**src/rtl/commutator_postdelay.sv**
```systemverilog
// R2MDC post-delay commutator: swaps the two paths every DELAY valid samples,
// then delays the upper commuted path by DELAY valid samples.
module commutator_postdelay #(
  parameter int DELAY  = 16,
  parameter int DATA_W = 16
) (
  input  logic                     CLK,
  input  logic                     RST_N,
  input  logic                     in_valid,
  input  logic signed [DATA_W-1:0] cm_in0_re,
  input  logic signed [DATA_W-1:0] cm_in0_im,
  input  logic signed [DATA_W-1:0] cm_in1_re,
  input  logic signed [DATA_W-1:0] cm_in1_im,
  output logic signed [DATA_W-1:0] bf_in0_re,
  output logic signed [DATA_W-1:0] bf_in0_im,
  output logic signed [DATA_W-1:0] bf_in1_re,
  output logic signed [DATA_W-1:0] bf_in1_im,
  output logic                     out_valid,
  output logic                     sw_state
);

  localparam int CNT_W = (DELAY > 1) ? $clog2(DELAY) : 1;

  logic [CNT_W-1:0]         cnt;
  logic                     sw;
  logic                     primed;
  logic signed [DATA_W-1:0] mem_re [DELAY];
  logic signed [DATA_W-1:0] mem_im [DELAY];
  logic signed [DATA_W-1:0] a_re, a_im, b_re, b_im;

  always_comb begin
    a_re = cm_in0_re;
    a_im = cm_in0_im;
    b_re = cm_in1_re;
    b_im = cm_in1_im;
    if (sw) begin
      a_re = cm_in1_re;
      a_im = cm_in1_im;
      b_re = cm_in0_re;
      b_im = cm_in0_im;
    end
  end

  // Output stage: mem is read here before the same-address write below lands.
  always_ff @(posedge CLK or negedge RST_N) begin
    if (!RST_N) begin
      cnt       <= '0;
      sw        <= 1'b0;
      primed    <= 1'b0;
      out_valid <= 1'b0;
      sw_state  <= 1'b0;
      bf_in0_re <= '0;
      bf_in0_im <= '0;
      bf_in1_re <= '0;
      bf_in1_im <= '0;
    end else begin
      out_valid <= 1'b0;
      if (in_valid) begin
        bf_in0_re <= mem_re[cnt];
        bf_in0_im <= mem_im[cnt];
        bf_in1_re <= b_re;
        bf_in1_im <= b_im;
        sw_state  <= sw;
        out_valid <= primed;
        cnt       <= cnt + 1'b1;
        // DELAY is a power of two, so all-ones marks the last sample of a period.
        if (&cnt) begin
          sw     <= ~sw;
          primed <= 1'b1;
        end
      end
    end
  end

  always_ff @(posedge CLK) begin
    if (in_valid) begin
      mem_re[cnt] <= a_re;
      mem_im[cnt] <= a_im;
    end
  end

endmodule
```
**config.mk**
```make
export PLATFORM = sky130hd
export DESIGN_NAME = commutator_postdelay
export DESIGN_NICKNAME = d
export VERILOG_FILES = /design/src/rtl/commutator_postdelay.sv
export SDC_FILE = /design/constraint.sdc
export NUM_CORES = 1
export LEC_CHECK = 0
export ABC_CLOCK_PERIOD_IN_PS = 4900
export CORE_ASPECT_RATIO = 1.1
export CORE_UTILIZATION = 50
export CTS_BUF_LIST = sky130_fd_sc_hd__clkbuf_16
export CTS_CLUSTER_DIAMETER = 150
export DETAILED_ROUTE_END_ITERATION = 12
export GPL_ROUTABILITY_DRIVEN = 0
export PLACE_DENSITY = 0.8
export RECOVER_POWER = 100
export SETUP_SLACK_MARGIN = 0.4
export SYNTH_ARGS = -nofsm -noshare
export SYNTH_HDL_FRONTEND = slang
export SYNTH_SLANG_ARGS = --single-unit
```
**constraint.sdc**
```tcl
create_clock -name CLK -period 4.9 [get_ports CLK]
set_clock_uncertainty 0.05 [all_clocks]
set_input_delay 1.47 -clock CLK [delete_from_list [all_inputs] [get_ports CLK]]
set_output_delay 1.47 -clock CLK [all_outputs]
set_load 0.005 [all_outputs]
```
==> metrics.txt <==
Worst setup EP type=flop; Post-Syn Area per Cell=18.1 um^2; master of the slowest instance on the critical path=nor3_2; buffer cell driving the clock tree root=clkbuf_16; number of synthesis warnings=0; detailed-route wire length per cell=25.9 um; worst-margin pin slew=1910 ps; Finish-stage setup viols=0; number of pins exceeding their max-slew limit in the final report=43; failing checks=design-rule violations, max-capacitance violations, max-slew violations; unrepaired setup endpoints after global routing=false; layout overhead on the synthesized area=16.7%; cell area after technology mapping=23000 um^2; combined buffer and inverter count along the critical path=2; signal arrival time at the worst endpoint=4230 ps; Mapped Cells=1271; Synth area leaders=edfxtp_1, dfrtp_1, mux4_2, mux2i_1, mux2_2; Clock Path Buffers=3; count of nets left with antenna violations after detail routing=0; worst path cell trace=inv_1 -> ha_1 -> nand2_1 -> nor3_2 -> buf_12; site row count=82; synthesis-stage register bit count=584; area used by sequential logic in the layout=17200 um^2; vias in the first global route=12500; Crit path required time=5130 ps; core area=45500 um^2; final layout net count=1476; number of clock sinks seen by CTS=584; number of different library cells in the post-synthesis netlist=44; critical path launch point type=flop; upper clock frequency limit=0.250 GHz; CTS H-tree depth=2; total leakage power=8.93 nW; GR Overflow Total=0; outcome=finished with violations; most frequent standard cell in the layout excluding fill and tap cells=edfxtp_1; largest delay contributor family on the critical path=simple AND/OR/NAND/NOR gates; number of vias per cell=6.15; multi-input combinational cell area=5410 um^2; worst setup path class=reg -> reg; share of post-route cells with drive strength above 1=0.161; post-synth top area cell=edfxtp_1; syn nets=1342; global-route usage over all layers=0.227; Inserted Diodes=0; count of fill cells added during filler insertion=3164; Rel. slew slack=-0.274; first-pass GRT wire length=77700 um; Period minus WS final=4000 ps; clock-pin transition on the worst setup and hold timing paths=60 ps; initial standard-cell utilization of the core=0.505; CTS tree=done; final worst path period share=0.817; width of the die=206 um; number of DRC markers after the initial detailed-route iteration=1288; leading cell types in the layout, fill and taps excluded=edfxtp_1, mux2i_1, dlygate4sd3_1; total routed wirelength=52900 um; path class of the lowest-slack min-delay path=reg -> reg; antenna violations before repair=0; max cap viols=2; I/O Buffers=132; final setup margin=898 ps; Post-Place Setup Slack=1180 ps; DRT Pass-1 Iters=9; Hold Buf Count CTS=0; Max FO, Critical Path=31; via count=12500; number of hold violations in the final report=0; clock buffers created by TritonCTS=53; total power divided by cell area=591 nW/um^2; count of boundary I/O pins=133; Peak supply drop=0.297 mV; Resize count post-CTS=0; clk_lat worst skew=590 ps; largest net degree at the start of global routing=100; total negative slack for setup checks=0 ps; fraction of synthesized cell area taken by the top area cell type=0.669; DP HPWL=30500 um; worst stage delay on the critical path=1110 ps; height of the die=227 um; drt drc=14; Setup Buffers After CTS=0; full die area=46800 um^2; share of synthesized area occupied by flip-flops and latches=0.748
-- final timing paths --
| path | slack (ps) | to | cells past startpoint | startpoint |
|---|---|---|---|---|
| min | 430 | primed | 1 | primed |
| min in group asynchronous | 860 | bf_in1_im[4] | 1 | RST_N |
| max reg2reg | 900 | mem_re[2][4] | 5 | cnt[0] |
| min reg2reg | 430 | primed | 1 | primed |
| max | 900 | mem_re[2][4] | 5 | cnt[0] |
| max in group asynchronous | 1440 | cnt[3] | 2 | RST_N |
-- area by class of cell --
| type | count | share of cell area |
|---|---|---|
| Clock inverter | 45 | 0.0215 |
| Timing Repair Buffer | 159 | 0.0562 |
| Sequential cell | 584 | 0.641 |
| Clock buffer | 55 | 0.0513 |
| Multi-Input combinational cell | 604 | 0.202 |
| Tap cell | 588 | 0.0274 |
| Inverter | 3 | 0.000420 |
-- where the power goes --
part	switching [mW]	internal, mW	total, mW
Combinational	2.39	1.78	4.17
Sequential	0.635	6.45	7.08
Clock	1.82	2.78	4.59
Total	4.84	11.0	15.8
-- registers in the layout, indices dropped and copies added (netlist names) --
name,cells
bf_in0_im,16
bf_in0_re,16
bf_in1_im,16
bf_in1_re,16
cnt,4
mem_im,256
mem_re,256
out_valid,1
primed,1
sw,1
sw_state,1
-- worst reg2reg max path: stages, from the launching register on --
cell     delay [ps]
dfrtp_1         850
inv_1           850
ha_1            290
nand2_1         240
nor3_2         1110
buf_12          290
-- cells by family after synthesis --
family	Yosys count	synth area share
and+or+nand+nor	178	0.0334
adders and majority gates	4	0.00218
DFF	584	0.748
AOI/OAI and AO/OA	181	0.0516
muxes	237	0.142
xor gates and xnor gates	4	0.00153
buffers and inverters	83	0.0214
-- layer usage --
layer	track usage	part of all wire	wire, um
met2	0.387	0.52	27300
met4	0.0650	0.024	1260
met1	0.303	0.37	19700
met3	0.0354	0.088	4630
met5	0	0	0
-- cell usage after synthesis (all sizes together) --
cell type and n:
and3 1, o221ai 1, or3 1, nor3 5, a221o 19, a22oi 13
and2 3, o22a 1, nor2b 1, inv 3, edfxtp 512, nand2 65
dfrtp 72, a31oi 12, mux2 73, mux2i 100, nor2 72, buf 55
clkbuf 25, o21ai 20, o311ai 1, nand2b 3, o32a 19, a21oi 71
nand3b 3, or3b 3, xnor2 3, or2 1, nand4 1, mux4 64
o22ai 24, ha 4, xor2 1, nand3 19
-- through the flow --
| step | util | hold slack [ps] | cells | power (mW) | cell area, um^2 |
|---|---|---|---|---|---|
| 5_1_grt | 0.590 | 454 | 2038 | 16.4 | 26800 |
| 2_1_floorplan | - | 376 | 1271 | 9.80 | 23000 |
| 6_report | 0.590 | 427 | 2038 | 15.8 | 26800 |
| 4_1_cts | 0.591 | 439 | 2038 | 16.0 | 26900 |
| 3_3_place_gp | 0.548 | 404 | 1938 | 11.3 | 24900 |
| 3_5_place_dp | 0.548 | 424 | 1938 | 11.4 | 24900 |
Power figures use the tool's default switching activity.
